$ cat src/rtl/f1_sweep_driver.sv
// f1_sweep_driver: drives the f1 gate-level block through all eight {a,b,c}
// input vectors. Each vector is held for SETTLE_CYCLES before f1's x/y
// outputs are captured and compared against the EXP_X/EXP_Y truth tables.
// Reports the captured results, an error count and a pass flag.
// Optional feature macro: SWEEP_STOP_ON_ERR_EN. When it is defined, the
// sweep ends at the first mismatching vector, and {a,b,c} holds that vector.
module f1_sweep_driver #(
    parameter int unsigned SETTLE_CYCLES = 2,
    parameter logic [7:0]  EXP_X         = 8'b0011_1100,
    parameter logic [7:0]  EXP_Y         = 8'b1110_1100
) (
    input  logic       in_clk,
    input  logic       in_rst_n,
    input  logic       in_start,
    input  logic       in_x,
    input  logic       in_y,
    output logic       out_a,
    output logic       out_b,
    output logic       out_c,
    output logic       out_busy,
    output logic       out_done,
    output logic       out_pass,
    output logic [7:0] out_res_x,
    output logic [7:0] out_res_y,
    output logic [3:0] out_err_cnt
);

    typedef enum logic [1:0] {
        ST_IDLE,
        ST_WAIT,
        ST_SAMPLE,
        ST_FIN
    } state_t;

    localparam logic [3:0] SETTLE_LOAD = 4'(SETTLE_CYCLES);

    state_t     state;
    logic [2:0] idx;
    logic [3:0] settle;
    logic       mismatch;

    // The vector index register drives f1 directly, so {a,b,c} is registered.
    assign out_a = idx[2];
    assign out_b = idx[1];
    assign out_c = idx[0];

    // Compare f1's response for the current vector with the truth tables.
    always_comb begin
        mismatch = (in_x != EXP_X[idx]) || (in_y != EXP_Y[idx]);
    end

    // Sweep sequencer: settles, samples and scores each vector, then reports.
    always_ff @(posedge in_clk) begin
        if (!in_rst_n) begin
            state       <= ST_IDLE;
            idx         <= '0;
            settle      <= '0;
            out_busy    <= 1'b0;
            out_done    <= 1'b0;
            out_pass    <= 1'b0;
            out_res_x   <= '0;
            out_res_y   <= '0;
            out_err_cnt <= '0;
        end else begin
            out_done <= 1'b0;
            case (state)
                ST_IDLE: begin
                    if (in_start) begin
                        idx         <= '0;
                        out_busy    <= 1'b1;
                        out_pass    <= 1'b0;
                        out_res_x   <= '0;
                        out_res_y   <= '0;
                        out_err_cnt <= '0;
                        settle      <= SETTLE_LOAD;
                        state       <= ST_WAIT;
                    end
                end
                ST_WAIT: begin
                    settle <= settle - 4'd1;
                    if (settle == 4'd1) begin
                        state <= ST_SAMPLE;
                    end
                end
                ST_SAMPLE: begin
                    out_res_x[idx] <= in_x;
                    out_res_y[idx] <= in_y;
                    if (mismatch) begin
                        out_err_cnt <= out_err_cnt + 4'd1;
                    end
`ifdef SWEEP_STOP_ON_ERR_EN
                    if (mismatch || idx == 3'd7) begin
`else
                    if (idx == 3'd7) begin
`endif
                        out_busy <= 1'b0;
                        state    <= ST_FIN;
                    end else begin
                        idx    <= idx + 3'd1;
                        settle <= SETTLE_LOAD;
                        state  <= ST_WAIT;
                    end
                end
                ST_FIN: begin
                    // The error count already includes the final sample here.
                    out_done <= 1'b1;
                    out_pass <= (out_err_cnt == 4'd0);
                    state    <= ST_IDLE;
                end
                default: begin
                    state <= ST_IDLE;
                end
            endcase
        end
    end

endmodule

$ cat config.mk
export PLATFORM = sky130hd
export DESIGN_NAME = f1_sweep_driver
export DESIGN_NICKNAME = d
export VERILOG_FILES = /design/src/rtl/f1_sweep_driver.sv
export SDC_FILE = /design/constraint.sdc
export NUM_CORES = 1
export LEC_CHECK = 0
export BUFFER_PORTS_ARGS = -buffer_cell sky130_fd_sc_hd__buf_4
export CAP_MARGIN = 20
export CORE_AREA = 2 2 65 67
export CTS_CLUSTER_DIAMETER = 60
export DETAILED_ROUTE_END_ITERATION = 6
export DIE_AREA = 0 0 67 69
export GPL_ROUTABILITY_DRIVEN = 0
export PLACE_DENSITY = 0.68
export SLEW_MARGIN = 10
export SYNTH_ARGS = -nofsm -noshare
export SYNTH_HDL_FRONTEND = slang
export SYNTH_SLANG_ARGS = --single-unit
$ cat constraint.sdc
create_clock -name in_clk -period 1.5 [get_ports in_clk]
set_input_delay 0.375 -clock in_clk [delete_from_list [all_inputs] [get_ports in_clk]]
set_output_delay 0.375 -clock in_clk [all_outputs]
set_load 0.01 [all_outputs]
==> key figures <==
Critical path
  • Start point of the critical path: idx[0]
  • Worst r2r src: idx[0]
  • Critical path capture point type: flip-flop
  • Slack of the worst reg-to-reg path: 0.06 ns
  • Critical Path Source Type: flip-flop
  • Largest driver fanout on the critical path: 3
  • Class of the most critical setup path: reg2reg
  • Arrival time at the worst endpoint: 1.61 ns
  • CP required: 1.67 ns
  • Worst reg-to-reg path cell count: 6

Routing
  • Average wire per standard cell: 13.2 um
  • Number of vias per cell after detailed routing: 4.98
  • Antenna Violating Nets Remaining: 0
  • Detailed-routing iteration count for the pre-antenna-repair pass: 4
  • Initial DRC Count: 90
  • Total vias in the final route: 1394
  • Count of unresolved DRC violations after routing: 0
  • Total wirelength of the detailed-routed design: 3700 um

Clock network
  • Clock network latency to the later pin of the worst-skew pair: 0.29 ns
  • Maximum level of the CTS H-tree: 2
  • TritonCTS sink count: 34
  • Clock transition at the register clock pins on the worst setup and hold paths after CTS: 0.07 ns
  • Clock tree from TritonCTS: done
  • Cell at the root of the clock tree: sky130_fd_sc_hd__clkbuf_8
  • Number of buffers created by CTS: 5
  • Clk buf depth: 2

Pwr
  • Static leakage: 0.000976 uW
  • Switching Power: 473 uW
  • Clock power share: 48.2%
  • Worst IR Drop VDD: 0.711 mV
  • Share of total power in combinational logic: 9.0%
  • Switching Fraction: 21.6%
  • Relative contribution of sequential cells to total power: 42.8%
  • Total power per unit cell area: 961 nW/um^2
  • Cell-internal power: 1720 uW

Yosys
  • Synthesized cell area: 1720 sq um
  • Most common flop cell mapped by yosys: sky130_fd_sc_hd__dfxtp_1
  • Number of nets in the synthesized netlist: 199
  • Portion of the post-synthesis area used by sequential elements: 39.6%
  • Post-synthesis cell type count: 40
  • Mean instance size in the synthesized netlist: 9.15 sq um
  • Fraction of registers with async set or reset after synthesis: 0%
  • Number of synthesized register bits: 34
  • Post-synth EDFFs: 0
  • Ys Warns: 0
  • Synthesized instance count: 188

Finish
  • Nets: 240
  • Finished layout cell area: 2280 sq um
  • Diodes inserted: 0
  • Fraction of final layout cells with drive strength greater than 1: 33.5%
  • Area grow syn2layout: 32.3%
  • End-of-flow core utilization: 58.2%

Placed design
  • Hpwl dp: 2680 um
  • Total cell area at the placement stage: 2120 sq um
  • Port-buffer cells: 30

Floorplanning
  • IO Count: 31
  • Total die area: 4620 sq um
  • Placeable core area: 3910 sq um
  • Die width: 67 um
  • Starting density of the core: 44.0%
  • Floorplan die height: 69 um
  • Cell row count: 23

Status
  • Outcome: finished, final reports clean

Timing
  • Total setup violations reported at the end of the flow: 0
  • Final hold violation count: 0
  • Sum of negative setup slack: 0 ns
  • Max-slew violation count: 0
  • Slew at the pin closest to its max-slew limit: 0.405 ns
  • Share of the clock period used by the worst path after layout: 96.0%
  • Fmax achieved: 0.694 GHz
  • Final period demand of the worst path: 1.44 ns
  • Worst slew margin relative to its limit: 73.0%
  • Post-Route Skew: 0.00271 ns

Global routing
  • Final global-route overflow total: 0
  • Wire length of the first global-routing pass: 6250 um
  • Via count of the first global-routing pass: 1414
  • Largest net degree at the start of global routing: 21
  • Global-route total usage across every layer: 17.3%
  • Initial antenna violation count: 0

Min path
  • Hold Crit Class: in2reg

Run
  • Max-capacitance violation count: 0
worst max-delay path, stage by stage, from the launching register on:
cell and delay [ns]:
sky130_fd_sc_hd__dfxtp_4 0.35, sky130_fd_sc_hd__ha_4 0.16, sky130_fd_sc_hd__ha_4 0.20, sky130_fd_sc_hd__and2_4 0.16, sky130_fd_sc_hd__a221oi_4 0.27, sky130_fd_sc_hd__a211o_1 0.14
sky130_fd_sc_hd__o21ai_1 0.05
area by class of cell:
class / instances / area, sq um
multi-input combinational: 135 / 992
inverter: 6 / 22.5
tap: 50 / 62.6
clock buffer: 6 / 82.6
timing repair buffer: 47 / 365
clock inverter: 2 / 60.1
fill: 383 / 1640
sequential: 34 / 691
how the worst min path moves through the flow:
stage	from	cells after the start	slack, ns	end
after floorplan	settle[3]	2	0.48	settle[3]
after global placement	out_res_y[0]	2	0.47	out_res_y[0]
after detailed placement	out_res_y[0]	2	0.47	out_res_y[0]
after CTS	in_rst_n	3	0.38	out_err_cnt[2]
after global routing	in_rst_n	3	0.40	out_err_cnt[3]
final	in_rst_n	3	0.38	out_err_cnt[2]
power groups by stage:
stage | clock [uW] | combinational, uW | sequential (uW)
final | 1050 | 197 | 937
after global routing | 1110 | 221 | 939
after CTS | 1070 | 199 | 938
after detailed placement | 0 | 198 | 959
after global placement | 0 | 194 | 959
after floorplan | 0 | 142 | 957
kinds of logic (layout without fill, tap and decap cells):
logic type	after synthesis	count (layout)	synth area share, %
AOI/OAI and AO/OA	30	30	12.9
adders and majority gates	6	6	4.36
DFF	34	34	39.6
xor gates and xnor gates	6	6	3.93
buffers and inverters	19	61	6.62
muxes	10	10	5.82
and+or+nand+nor	83	83	26.8
routing by layer:
layer	vias up	track usage, %	share of wire [%]
met4	0	6.12	1.5
met2	27	27.1	48
met1	633	23.0	46
met5	-	0	0
met3	6	4.24	4.3
li1	728	-	-
cell usage in the layout, fill, tap and decap left out, types with 6 or more instances in the layout:
master	instances
sky130_fd_sc_hd__and2_0	6
sky130_fd_sc_hd__clkbuf_8	6
sky130_fd_sc_hd__dfxtp_1	30
sky130_fd_sc_hd__nand2_1	10
sky130_fd_sc_hd__inv_1	6
sky130_fd_sc_hd__mux2i_1	10
sky130_fd_sc_hd__nand3_1	11
sky130_fd_sc_hd__and2_1	7
sky130_fd_sc_hd__nor2_1	26
sky130_fd_sc_hd__a21oi_1	10
sky130_fd_sc_hd__buf_4	46
Yosys cell counts (all sizes together) (2+ instances only):
master	number	area (sq um)
ha	6	75.1
nand3b	3	35.0
nand2	10	37.5
nor3b	4	45.1
nor3	2	10.0
or3	2	12.5
a211oi	2	15.0
inv	6	22.5
and3	3	18.8
o211ai	4	30.0
xor2	5	58.8
a31oi	3	18.8
o21ai	4	23.8
nor2	27	101
dfxtp	34	681
nor4b	3	26.3
nand3	11	55.1
mux2i	10	100
buf	7	68.8
clkbuf	6	22.5
a21oi	10	50.1
a221oi	2	30.0
and2	14	87.6
metrics by stage:
stage	power [uW]	std cells	hold WS, ns	setup slack, ns
floorplan	1100	188	0.480	0.00695
global placement	1150	271	0.471	0.0162
detailed placement	1160	271	0.469	-0.0174
CTS	2210	279	0.379	0.0169
global route	2270	280	0.405	-0.00389
finish	2190	280	0.382	0.0599
sequential cells by signal, indices dropped and copies added, names as in the netlist, named ones only:
name / cells
state: 2
settle: 4
out_pass: 1
out_res_x: 8
out_res_y: 8
out_done: 1
idx: 3
out_err_cnt: 4
out_busy: 1
timing repair:
item                                    in CTS  in global routing
endpoints found under the setup margin       0                 14
hold buffers                                 0                  0
buffers inserted                             0                  1
hold endpoints to repair                     0                  0
resized for setup                            0                  5
No activity file was read; power rests on OpenSTA's default activity.
